[config.mk]
export PLATFORM = sky130hd
export DESIGN_NAME = mem_arbiter
export DESIGN_NICKNAME = d
export VERILOG_FILES = /design/src/rtl/mem_arbiter_pkg.sv /design/src/rtl/mem_byte_seq.sv /design/src/rtl/mem_arbiter.sv
export SDC_FILE = /design/constraint.sdc
export NUM_CORES = 1
export LEC_CHECK = 0
export BUFFER_PORTS_ARGS = -buffer_cell sky130_fd_sc_hd__buf_2
export CORE_ASPECT_RATIO = 0.75
export CORE_MARGIN = 1
export CORE_UTILIZATION = 41
export CTS_BUF_LIST = sky130_fd_sc_hd__clkbuf_4 sky130_fd_sc_hd__clkbuf_8
export CTS_CLUSTER_DIAMETER = 100
export CTS_CLUSTER_SIZE = 40
export DETAILED_ROUTE_END_ITERATION = 8
export PLACE_DENSITY = 0.7
export SYNTH_ARGS = -nofsm -noshare
export SYNTH_HDL_FRONTEND = slang
export SYNTH_HIERARCHICAL = 1
export SYNTH_SLANG_ARGS = --single-unit
[constraint.sdc]
create_clock -name clk -period 9.45 [get_ports clk]
set_input_delay 1.89 -clock clk [delete_from_list [all_inputs] [get_ports clk]]
set_output_delay 1.89 -clock clk [all_outputs]
set_load 0.02 [all_outputs]
[src/rtl/mem_arbiter_pkg.sv]
// Shared encodings for the memory arbiter: access sizes, FSM states and the IO region select.
package mem_arbiter_pkg;

   localparam logic [1:0] SIZE_W = 2'b00;
   localparam logic [1:0] SIZE_B = 2'b01;
   localparam logic [1:0] SIZE_H = 2'b10;

   localparam logic [1:0] IO_SEL = 2'b11;

   typedef enum logic [1:0] {
      ST_IDLE  = 2'b00,
      ST_READ  = 2'b01,
      ST_WRITE = 2'b10
   } arb_state_e;

   // Size 2'b11 falls into the default and is treated as a word.
   function automatic logic [2:0] byte_count(input logic [1:0] size);
      case (size)
         SIZE_B:  return 3'd1;
         SIZE_H:  return 3'd2;
         SIZE_W:  return 3'd4;
         default: return 3'd4;
      endcase
   endfunction

   function automatic logic io_stall(input logic [1:0] sel, input logic full);
      return full && (sel == IO_SEL);
   endfunction

endpackage

[src/rtl/mem_byte_seq.sv]
// Per-transaction byte sequencer: drives the RAM address/data/write strobe and
// assembles read bytes little-endian into a word.
module mem_byte_seq
   import mem_arbiter_pkg::*;
#(
   parameter int AddrWidth = 32,
   parameter int IoSelHi   = 17,
   parameter int IoSelLo   = 16
) (
   input  logic                 clk,
   input  logic                 rst,
   input  arb_state_e           state,
   input  logic                 start,
   input  logic                 start_wr,
   input  logic [AddrWidth-1:0] start_addr,
   input  logic [31:0]          start_wdata,
   input  logic [2:0]           start_n,
   input  logic                 io_full,
   input  logic [7:0]           mem_din,
   output logic [AddrWidth-1:0] mem_a,
   output logic [7:0]           mem_dout,
   output logic                 mem_wr,
   output logic                 rd_fin,
   output logic                 wr_fin,
   output logic [31:0]          rd_word
);

   // rem_q: reads count down the edges left until done (N+1 at accept);
   // writes count the bytes still to go after the one on the bus.
   logic [2:0]           rem_q;
   logic [2:0]           n_q;
   logic [31:0]          acc_q;
   logic [31:0]          wdata_q;
   logic [1:0]           lane;
   logic [AddrWidth-1:0] next_a;

   assign next_a = mem_a + AddrWidth'(1);
   assign lane   = n_q[1:0] - rem_q[1:0];
   assign rd_fin = (state == ST_READ) && (rem_q == 3'd1);
   assign wr_fin = (state == ST_WRITE) && mem_wr && (rem_q == 3'd0);

   always_comb begin
      rd_word             = acc_q;
      rd_word[8*lane +: 8] = mem_din;
   end

   always_ff @(posedge clk or posedge rst) begin
      if (rst) begin
         mem_a    <= '0;
         mem_dout <= '0;
         mem_wr   <= 1'b0;
         rem_q    <= '0;
         n_q      <= '0;
         acc_q    <= '0;
         wdata_q  <= '0;
      end else if (start) begin
         mem_a   <= start_addr;
         n_q     <= start_n;
         acc_q   <= '0;
         wdata_q <= {8'h00, start_wdata[31:8]};
         if (start_wr) begin
            rem_q    <= start_n - 3'd1;
            mem_dout <= start_wdata[7:0];
            mem_wr   <= !io_stall(start_addr[IoSelHi:IoSelLo], io_full);
         end else begin
            rem_q  <= start_n + 3'd1;
            mem_wr <= 1'b0;
         end
      end else if (state == ST_READ) begin
         if (rem_q != 3'd0) rem_q <= rem_q - 3'd1;
         if (rem_q >= 3'd3) mem_a <= next_a;
         if (rem_q <= n_q)  acc_q <= rd_word;
      end else if (state == ST_WRITE) begin
         if (!mem_wr) begin
            // stalled byte: retry the same address/data once the IO buffer drains
            mem_wr <= !io_stall(mem_a[IoSelHi:IoSelLo], io_full);
         end else if (rem_q == 3'd0) begin
            mem_wr <= 1'b0;
         end else begin
            mem_a    <= next_a;
            mem_dout <= wdata_q[7:0];
            wdata_q  <= {8'h00, wdata_q[31:8]};
            rem_q    <= rem_q - 3'd1;
            mem_wr   <= !io_stall(next_a[IoSelHi:IoSelLo], io_full);
         end
      end
   end

endmodule

[src/rtl/mem_arbiter.sv]
// Single-port byte RAM arbiter between the instruction fetcher and the store/load buffer.
//
//   state    | meaning
//   ST_IDLE  | waiting; accepts SLB (priority) or IF when flush is low
//   ST_READ  | serial byte read in flight; flush abandons it
//   ST_WRITE | serial byte store in flight; runs to completion, stalls on full IO buffer
module mem_arbiter
   import mem_arbiter_pkg::*;
#(
   parameter int AddrWidth = 32,
   parameter int IoSelHi   = 17,
   parameter int IoSelLo   = 16
) (
   input  logic                 clk,
   input  logic                 rst,
   input  logic                 flush,
   input  logic                 if_valid,
   input  logic [AddrWidth-1:0] if_addr,
   output logic                 if_done,
   output logic [31:0]          if_rdata,
   input  logic                 slb_valid,
   input  logic                 slb_is_store,
   input  logic [1:0]           slb_size,
   input  logic [AddrWidth-1:0] slb_addr,
   input  logic [31:0]          slb_wdata,
   output logic                 slb_done,
   output logic [31:0]          slb_rdata,
   input  logic [7:0]           mem_din,
   output logic [7:0]           mem_dout,
   output logic [AddrWidth-1:0] mem_a,
   output logic                 mem_wr,
   input  logic                 io_buffer_full
);

   arb_state_e           state_q, state_d;
   logic                 owner_slb_q;
   logic                 start, start_wr, start_slb;
   logic [AddrWidth-1:0] start_addr;
   logic [2:0]           start_n;
   logic                 rd_fin, wr_fin, rd_ok;
   logic [31:0]          rd_word;
   logic                 slb_req, if_req;

   // a requester still seeing its done pulse has not had a chance to drop valid
   assign slb_req = slb_valid && !slb_done;
   assign if_req  = if_valid && !if_done;
   assign rd_ok   = rd_fin && !flush;

   always_ff @(posedge clk or posedge rst) begin
      if (rst) state_q <= ST_IDLE;
      else     state_q <= state_d;
   end

   always_comb begin
      state_d    = state_q;
      start      = 1'b0;
      start_wr   = 1'b0;
      start_slb  = 1'b0;
      start_addr = slb_addr;
      start_n    = 3'd4;
      case (state_q)
         ST_IDLE: begin
            if (!flush) begin
               if (slb_req) begin
                  start     = 1'b1;
                  start_slb = 1'b1;
                  start_wr  = slb_is_store;
                  start_n   = byte_count(slb_size);
                  state_d   = slb_is_store ? ST_WRITE : ST_READ;
               end else if (if_req) begin
                  start      = 1'b1;
                  start_addr = if_addr;
                  state_d    = ST_READ;
               end
            end
         end
         ST_READ:  if (flush || rd_fin) state_d = ST_IDLE;
         ST_WRITE: if (wr_fin)          state_d = ST_IDLE;
         default:  state_d = ST_IDLE;
      endcase
   end

   always_ff @(posedge clk or posedge rst) begin
      if (rst) begin
         owner_slb_q <= 1'b0;
         if_done     <= 1'b0;
         slb_done    <= 1'b0;
         if_rdata    <= '0;
         slb_rdata   <= '0;
      end else begin
         if (start) owner_slb_q <= start_slb;
         if_done  <= rd_ok && !owner_slb_q;
         slb_done <= (rd_ok && owner_slb_q) || wr_fin;
         if (rd_ok && !owner_slb_q) if_rdata  <= rd_word;
         if (rd_ok && owner_slb_q)  slb_rdata <= rd_word;
      end
   end

   mem_byte_seq #(
      .AddrWidth (AddrWidth),
      .IoSelHi   (IoSelHi),
      .IoSelLo   (IoSelLo)
   ) u_seq (
      .clk         (clk),
      .rst         (rst),
      .state       (state_q),
      .start       (start),
      .start_wr    (start_wr),
      .start_addr  (start_addr),
      .start_wdata (slb_wdata),
      .start_n     (start_n),
      .io_full     (io_buffer_full),
      .mem_din     (mem_din),
      .mem_a       (mem_a),
      .mem_dout    (mem_dout),
      .mem_wr      (mem_wr),
      .rd_fin      (rd_fin),
      .wr_fin      (wr_fin),
      .rd_word     (rd_word)
   );

endmodule

-- Word-level counts from Yosys, hierarchy flattened
Index checks and enable logic that the tools add are counted.
- shifts and indexed selects: 2
- multiplexer cells: 59
- eq/ne operators: 18
- reduce and logical (&&, ||, !) cells: 36
- $add $sub $neg: 6
- magnitude comparators: 2
- operators by type and width (cell ; count):
    $mux 32 ; 18
    $mux 8 ; 6
    $neg 5->34 ; 1
    $shift 8x34->32 const A ; 1
    $shiftx 8x34->32 ; 1
    $add 32x1->32 const B ; 1
    $bwmux 32 ; 1
    $mux 3 ; 10
    $mux 1 ; 16
    $reduce_and 4->1 ; 4
    $mux 2 ; 6
    $logic_and 1x1->1 ; 11
    $eq 2x2->1 const B ; 5
    $ne 2x2->1 const B ; 5
    $ne 3x3->1 const B ; 3
    $reduce_bool 3->1 ; 3
    $reduce_bool 2->1 ; 4
    $logic_not 1->1 ; 7
    $pmux 2 s3 ; 1
    $pmux 3 s2 ; 1
    $sub 3x1->3 const B ; 2
    $reduce_and 5->1 ; 1
    $eq 2x1->1 const B ; 2
    $reduce_and 2->1 ; 2
    other kinds (10) ; 11
- input bits: 113
- register bits: 180

-- Logic depth before layout (Yosys ltp)
Gate-level depths: netlist of run 1.
- depth in word-level cells: 11
- depth in mapped cells: 11

-- By module
The synthesis of run 1 kept the hierarchy.
- modules (own cells, without submodules) (module ; instances ; cells each ; area an instance (um^2)):
    mem_byte_seq ; 1 ; 681 ; 5865.6
    mem_arbiter ; 1 ; 203 ; 3198.1

-- Worst setup path after synthesis of run 1
Ideal clock, no wire load.
- kind: input port to flip-flop
- from: in if_valid
- to: reg u_seq.mem_a[13]
- setup slack: 5.764 ns
- library setup time: 0.125 ns
- arrival: 3.562 ns
- stages on the path: 6
- cell sequence: nor2b_1 -> o21a_1 -> buf_2 -> clkbuf_1 -> buf_1 -> mux2_2
- longest elaborated chain between the ends: 7
- RTL lines (element ; RTL line ; RTL):
    start, declared ; mem_arbiter.sv:17 ; input logic if_valid,
    $logic_and 1x1->1 * ; mem_arbiter.sv:46 ; assign if_req = if_valid && !if_done;
    $mux 1 * ; mem_arbiter.sv:70 ; end else if (if_req) begin
    $mux 1 * ; mem_arbiter.sv:64 ; if (slb_req) begin
    $mux 1 * ; mem_arbiter.sv:63 ; if (!flush) begin
    $mux 1 * ; mem_arbiter.sv:61 ; case (state_q)
    named net start ; mem_arbiter.sv:37 ; logic start, start_wr, start_slb;
    $ne 3x3->1 (no line), or another cell as far along ; - ;
    $reduce_and 4->1 (no line) ; - ;
    end signal, assigned ; mem_byte_seq.sv:57 ; mem_a <= start_addr;
    end signal, assigned ; mem_byte_seq.sv:71 ; if (rem_q >= 3'd3) mem_a <= next_a;
    end signal, assigned ; mem_byte_seq.sv:80 ; mem_a <= next_a;
    end, declared ; mem_byte_seq.sv:20 ; output logic [AddrWidth-1:0] mem_a,
The timed path passes the listed nets; every way through them passes the cells marked *.
A chain may end at the register's enable or synchronous reset.

-- Worst setup path after layout of run 1
- from: in if_valid
- to: reg u_seq.mem_dout[1]
- longest elaborated chain between the ends: 7
- RTL lines (element ; RTL line ; RTL):
    $logic_and 1x1->1 * ; mem_arbiter.sv:46 ;
    $mux 1 * ; mem_arbiter.sv:70 ;
    $mux 1 * ; mem_arbiter.sv:64 ;
    $mux 1 * ; mem_arbiter.sv:63 ;
    $mux 1 * ; mem_arbiter.sv:61 ;
    named net start ; mem_arbiter.sv:37 ;
    $ne 2x1->1 (no line), or another cell as far along ; - ;
    $reduce_and 5->1 (no line) ; - ;
    end signal, assigned ; mem_byte_seq.sv:63 ; mem_dout <= start_wdata[7:0];
    end signal, assigned ; mem_byte_seq.sv:81 ; mem_dout <= wdata_q[7:0];
    end, declared ; mem_byte_seq.sv:21 ; output logic [7:0] mem_dout,
Marked as above.

==> flow_metrics.py, run 1 <==
metrics = {
    "pwr": {
        "power.density_mw_per_mm2": 300,
        "pwr-share-clk": 0.177,
        "seqPwrFrac": 0.377,
        "vdd_drop_max_uv": 176,
        "cell_internal_power_mw": 1.81,
        "report.power.total_mw": 3.24,
        "power.switching_mw": 1.43,
        "p_comb_frac": 0.446,
        "power_switching_share": 0.442,
        "leakagePower_nw": 5.20,
    },
    "place": {
        "placement_stage_worst_setup_slack_ns": 4.56,
        "hpwl_um": 15800,
        "buffer_ports.inserted": 219,
        "gp_congestion": 0.781,
    },
    "synth": {
        "synth_cells": 884,
        "yosys-top-cells-count": "sky130_fd_sc_hd__dfrtp_1 (172), sky130_fd_sc_hd__nand2_1 (115), sky130_fd_sc_hd__o21ai_0 (87), sky130_fd_sc_hd__mux2_2 (71), sky130_fd_sc_hd__nor3_1 (68)",
        "post-synth-top-area-cell": "sky130_fd_sc_hd__dfrtp_1",
        "yosys.area.top_type_share": 0.475,
        "post_synth_instance_area_sq_mm": 0.00906,
        "syn_area_per_cell_sq_um": 10.3,
        "synth-seq-cells": 172,
        "synth-main-ff-cell": "sky130_fd_sc_hd__dfrtp_1",
        "yosys.cell_types.count": 62,
        "synth_edf_count": 0,
        "synth_warnings": 6,
        "synth.net_count": 1014,
        "post-synth-top-count-cell": "sky130_fd_sc_hd__dfrtp_1",
        "synth_async_sr_flop_share": 1.00,
        "ys_top_cells_by_area": "sky130_fd_sc_hd__dfrtp_1 (47%), sky130_fd_sc_hd__mux2_2 (8.8%), sky130_fd_sc_hd__mux2_4 (5.0%), sky130_fd_sc_hd__o21ai_0 (4.8%), sky130_fd_sc_hd__nand2_1 (4.8%)",
        "ys_seq_area_frac": 0.475,
    },
    "timing": {
        "rsz0062_at_grt": "no",
        "worst_hold_slack_ns": 0.504,
        "post-route-worst-setup-slack_ns": 5.01,
        "fmax_mhz": 225,
        "finalSetupViolCount": 0,
        "final-hold-violation-count": 0,
        "timing.final.max_slew_violations": 0,
        "tightest_slew_ns": 1.26,
        "slew_headroom": 0.147,
        "fin_setup_tns_ns": 0,
        "finalCritPeriodShare": 0.470,
        "timing.clock.skew_ns": 0.0192,
        "period_needed_ns": 4.44,
    },
    "critical_path": {
        "crit_start": "if_valid",
        "worst-setup-path-type": "in2reg",
        "critical_path.max_fanout": 98,
        "crit-reg2reg-launch": "state_q[1]$_DFFE_PP0P_",
        "setup.worst_path.end_class": "register",
        "worst_ep_arrival_time_ns": 4.74,
        "cp.required_ns": 9.74,
        "start_kind": "input port",
    },
    "layout": {
        "utilization": 0.504,
        "design.final.nets": 1210,
        "drive_above_1_share": 0.349,
        "num_antenna_cells": 0,
        "areaGrowthSynthToFinish_pct": 19.1,
        "final.fill_count": 1998,
    },
    "clock_tree": {
        "cts.root.buffer_cell": "sky130_fd_sc_hd__clkbuf_8",
        "clock_sinks": 172,
        "tritoncts_clock_tree": "built",
        "tritoncts.num_buffers": 17,
        "cts.clk_slew.worst_paths_ns": 0.09,
        "cts_setup_buffers": 0,
        "cts_repair_resize_count": 0,
        "clkLatencyLatePin_ns": 0.46,
        "ctsHoldBuffers": 0,
        "clock_tree_buf_depth": 2,
        "htree_levels": 4,
    },
    "floorplanning": {
        "design.die.area_sq_mm": 0.0227,
        "fp-row-count": 46,
        "fp.dieW_um": 174,
        "start_util": 0.423,
        "pin_count": 220,
        "core-area_sq_mm": 0.0214,
        "floorplan.die.height_um": 131,
    },
    "routing": {
        "drcViolationCount": 0,
        "drt_iter0_drc": 456,
        "wl_per_cell_um": 16.3,
        "antenna_violating_nets_post_route": 0,
        "routed-via-count": 7189,
        "drt-pass1-iter-count": 5,
        "detail_route.wirelength_um": 22500,
        "vias_per_cell": 5.21,
    },
    "grt": {
        "grt_antenna_before_repair": 0,
        "grt_pass1_wl_um": 36300,
        "maximum_number_of_pins_on_one_net_before_global_route_repair": 99,
        "overflow": 0,
        "via_count_of_the_first_global_routing_pass": 6882,
        "grt.total_usage": 0.201,
    },
    "worst_hold_path": {
        "holdCritPathClass": "reg2reg",
        "worst_hold_startpoint": "slb_rdata[4]$_DFFE_PP0P_",
    },
    "run_status": {
        "run_status": "complete, no violations",
    },
    "job": {
        "cap_viol_max_count": 0,
    },
}
worst max-delay path, cell delays in order:
cell and delay (ns):
sky130_fd_sc_hd__buf_2 0.07, sky130_fd_sc_hd__nor2b_1 0.36, sky130_fd_sc_hd__o21a_4 0.68, sky130_fd_sc_hd__buf_4 0.81
sky130_fd_sc_hd__o21ai_1 0.56, sky130_fd_sc_hd__nor2_1 0.22, sky130_fd_sc_hd__a21oi_1 0.06
layout make-up:
cell class	count	area, sq um	area share
Multi-Input combinational cell	610	4330	0.401
Clock inverter	11	156	0.0145
Clock buffer	21	283	0.0262
Sequential cell	172	4300	0.399
Tap cell	288	360	0.0334
Inverter	50	190	0.0176
Timing Repair Buffer	229	1170	0.109
cells by family (layout without fill, tap and decap cells):
logic type / after synthesis / in the layout / share of synthesized area
compound gates: 150 / 150 / 0.0895
xor+xnor: 34 / 34 / 0.0329
fa+ha+maj: 17 / 17 / 0.0243
buf+inv: 102 / 311 / 0.0505
flops: 172 / 172 / 0.475
mux: 127 / 127 / 0.167
simple gates: 282 / 282 / 0.161
per-stage QoR:
| step | cells | cell area (sq um) |
|---|---|---|
| after floorplan | 884 | 9060 |
| final | 1381 | 10800 |
| after global placement | 1349 | 10400 |
| after CTS | 1381 | 10800 |
| after global routing | 1381 | 10800 |
| after detailed placement | 1349 | 10400 |
path summary, 6_finish.rpt:
| path | to | slack, ns | depth (start not counted) |
|---|---|---|---|
| hold reg to reg | slb_rdata[4]$_DFFE_PP0P_ | 0.50 | 1 |
| setup reg to reg | u_seq/mem_dout[1]$_DFFE_PP0P_ | 6.01 | 6 |
| min in group asynchronous | u_seq/acc_q[3]$_DFFE_PP0P_ | 1.53 | 2 |
| hold / removal | slb_rdata[4]$_DFFE_PP0P_ | 0.50 | 1 |
| setup / recovery | u_seq/mem_dout[1]$_DFFE_PP0P_ | 5.01 | 7 |
| max in group asynchronous | u_seq/wdata_q[13]$_DFFE_PP0P_ | 6.75 | 3 |
power groups by stage:
stage | clock network, mW | logic (mW) | registers [mW]
finish | 0.573 | 1.44 | 1.22
detailed placement | 0 | 1.45 | 1.23
global route | 0.620 | 1.60 | 1.26
CTS | 0.588 | 1.45 | 1.22
floorplan | 0 | 0.876 | 1.34
global placement | 0 | 1.40 | 1.22
registers in the layout, indices dropped and copies added (netlist names), 2 cells and up:
register        cells
u_seq/acc_q        32
u_seq/mem_a        32
state_q             2
u_seq/mem_dout      8
u_seq/n_q           3
u_seq/rem_q         3
slb_rdata          32
u_seq/wdata_q      24
if_rdata           32
layer usage:
metal  GRT usage  vias up  share of wire
met1       0.296     3442           0.49
met3      0.0501       14          0.072
li1            -     3470              -
met4      0.0495        0         0.0086
met2       0.296      263           0.43
met5           0        -              0
cell usage in the layout, fill, tap and decap left out, drive strengths merged, types with 16 or more instances in the layout:
cell type	Yosys	final
a21oi	44	44
buf	18	229
clkbuf	33	21
dfrtp	172	172
ha	16	16
inv	50	53
mux2	101	101
mux2i	26	26
nand2	115	115
nor2	17	17
nor3	69	69
o21ai	89	89
xor2	21	21
(Power assumes the default switching activity.)
==> run 2, diff against run 1 <==
--- a/config.mk
+++ b/config.mk
@@ -13,7 +13,7 @@
 export CTS_CLUSTER_DIAMETER = 100
 export CTS_CLUSTER_SIZE = 40
 export DETAILED_ROUTE_END_ITERATION = 8
-export PLACE_DENSITY = 0.7
+export PLACE_DENSITY = 0.72
 export SYNTH_ARGS = -nofsm -noshare
 export SYNTH_HDL_FRONTEND = slang
 export SYNTH_HIERARCHICAL = 1
==> constraint.sdc (replaced) <==
create_clock -name clk -period 4.07 [get_ports clk]
set_input_delay 0.814 -clock clk [delete_from_list [all_inputs] [get_ports clk]]
set_output_delay 0.814 -clock clk [all_outputs]
set_load 0.02 [all_outputs]
==> flow_metrics.py, run 2 (synthesized netlist as in run 1, its figures left out) <==
metrics = {
    "clock_tree": {
        "clock_tree_buf_depth": 2,
        "ctsHoldBuffers": 0,
        "cts.clk_slew.worst_paths_ns": 0.09,
        "clkLatencyLatePin_ns": 0.46,
        "cts_setup_buffers": 0,
        "tritoncts.num_buffers": 17,
        "htree_levels": 4,
        "tritoncts_clock_tree": "built",
        "clock_sinks": 172,
        "cts_repair_resize_count": 0,
        "cts.root.buffer_cell": "sky130_fd_sc_hd__clkbuf_8",
    },
    "place": {
        "hpwl_um": 15700,
        "buffer_ports.inserted": 219,
        "gp_congestion": 0.797,
    },
    "layout": {
        "utilization": 0.505,
        "drive_above_1_share": 0.352,
        "design.final.nets": 1215,
        "layout.cells.most_common_list": "sky130_fd_sc_hd__buf_2 (219), sky130_fd_sc_hd__dfrtp_1 (172), sky130_fd_sc_hd__nand2_1 (115)",
        "areaGrowthSynthToFinish_pct": 19.3,
        "num_antenna_cells": 0,
        "final_common_cell": "sky130_fd_sc_hd__buf_2",
    },
    "timing": {
        "timing.final.max_slew_violations": 0,
        "fin_setup_tns_ns": 0,
        "final-hold-violation-count": 0,
        "finalCritPeriodShare": 0.733,
        "finalSetupViolCount": 0,
        "period_needed_ns": 2.98,
        "fmax_mhz": 335,
        "timing.clock.skew_ns": 0.0184,
        "tightest_slew_ns": 1.09,
        "rsz0062_at_grt": "no",
        "slew_headroom": 0.274,
    },
    "pwr": {
        "power.switching_mw": 3.32,
        "power.density_mw_per_mm2": 686,
        "vdd_drop_max_uv": 327,
        "p_comb_frac": 0.455,
        "power_switching_share": 0.447,
        "cell_internal_power_mw": 4.11,
        "seqPwrFrac": 0.381,
        "pwr-share-clk": 0.164,
        "leakagePower_nw": 5.21,
    },
    "floorplanning": {
        "fp.dieW_um": 174,
        "core-area_sq_mm": 0.0214,
        "pin_count": 220,
        "start_util": 0.423,
        "fp-row-count": 46,
        "design.die.area_sq_mm": 0.0227,
        "floorplan.die.height_um": 131,
    },
    "routing": {
        "wl_per_cell_um": 16.3,
        "detail_route.wirelength_um": 22600,
        "routed-via-count": 7205,
        "drt-pass1-iter-count": 5,
        "antenna_violating_nets_post_route": 0,
        "drt_iter0_drc": 572,
        "drcViolationCount": 0,
        "vias_per_cell": 5.20,
    },
    "job": {
        "cap_viol_max_count": 0,
    },
    "grt": {
        "grt_antenna_before_repair": 0,
        "maximum_number_of_pins_on_one_net_before_global_route_repair": 80,
        "grt.total_usage": 0.202,
        "via_count_of_the_first_global_routing_pass": 6645,
        "overflow": 0,
        "grt_pass1_wl_um": 35900,
    },
    "critical_path": {
        "start_kind": "register",
        "setup.worst_path.end_class": "register",
        "crit-reg2reg-launch": "u_seq/rem_q[0]$_DFFE_PP0P_",
        "worst_ep_arrival_time_ns": 3.37,
        "rrSetupSlack_ns": 1.09,
        "critical_path.max_fanout": 10,
        "timing.rr.end": "slb_rdata[9]$_DFFE_PP0P_",
        "worst-setup-path-type": "reg2reg",
        "cp.required_ns": 4.46,
        "reg2regPathDepth": 8,
    },
    "run_status": {
        "run_status": "complete, no violations",
    },
    "worst_hold_path": {
        "holdCritPathClass": "in2async",
    },
}
[run 2: cell count changes in the layout (fill, tap and decap cells not counted), sizes merged]
cell,previous run,this run
clkbuf,21,22
buf,229,234
clkinvlp,2,3
inv,53,54
bufinv,3,1
clkinv,3,2
[run 2: worst max-delay path by stage]
stage / start / end / slack (ns) / depth (start not counted)
after floorplan: rst / u_seq/acc_q[0]$_DFFE_PP0P_ / 0.55 / 1
after global placement: u_seq/rem_q[0]$_DFFE_PP0P_ / u_seq/acc_q[9]$_DFFE_PP0P_ / 1.36 / 9
after detailed placement: u_seq/rem_q[0]$_DFFE_PP0P_ / u_seq/acc_q[9]$_DFFE_PP0P_ / 1.16 / 9
after CTS: u_seq/rem_q[0]$_DFFE_PP0P_ / u_seq/acc_q[9]$_DFFE_PP0P_ / 1.15 / 9
after global routing: u_seq/rem_q[0]$_DFFE_PP0P_ / u_seq/acc_q[9]$_DFFE_PP0P_ / 0.85 / 9
final: u_seq/rem_q[0]$_DFFE_PP0P_ / slb_rdata[9]$_DFFE_PP0P_ / 1.09 / 8
[run 2: per-stage QoR]
step	setup WS, ns	power [mW]	std cells	hold slack, ns	area, sq um
global placement	1.36	6.12	1354	0.484	10400
global route	0.848	7.98	1386	0.465	10800
finish	1.09	7.42	1386	0.458	10800
detailed placement	1.16	6.22	1354	0.488	10400
floorplan	0.552	5.15	884	0.492	9060
CTS	1.15	7.46	1386	0.447	10800
[run 2: worst max-delay path, cell delays in order (launching register included)]
cell	delay, ns
sky130_fd_sc_hd__dfrtp_1	0.49
sky130_fd_sc_hd__inv_1	0.12
sky130_fd_sc_hd__ha_1	0.45
sky130_fd_sc_hd__inv_1	0.15
sky130_fd_sc_hd__ha_1	0.37
sky130_fd_sc_hd__nor4b_2	0.75
sky130_fd_sc_hd__nand2_1	0.14
sky130_fd_sc_hd__o21ai_0	0.22
sky130_fd_sc_hd__mux2_2	0.24
[run 2: final cells by class]
type | instances | area [sq um]
Tap cell | 288 | 360
Inverter | 50 | 190
Timing Repair Buffer | 234 | 1230
Multi-Input combinational cell | 610 | 4330
Sequential cell | 172 | 4300
Clock inverter | 10 | 104
Clock buffer | 22 | 290
Fill cell | 2029 | 10600
[run 2: power groups by stage]
stage	sequential (mW)	clock, mW	combinational, mW
after CTS	2.83	1.26	3.38
after global routing	2.92	1.34	3.73
after global placement	2.84	0	3.29
after floorplan	3.11	0	2.03
after detailed placement	2.85	0	3.37
final	2.83	1.22	3.38
[run 2: per-layer routing]
| metal | track usage | share of wire | vias up |
|---|---|---|---|
| met5 | 0 | 0 | - |
| met4 | 0.0485 | 0.0073 | 0 |
| met3 | 0.0469 | 0.062 | 14 |
| met2 | 0.294 | 0.43 | 250 |
| met1 | 0.303 | 0.50 | 3453 |
| li1 | - | - | 3488 |
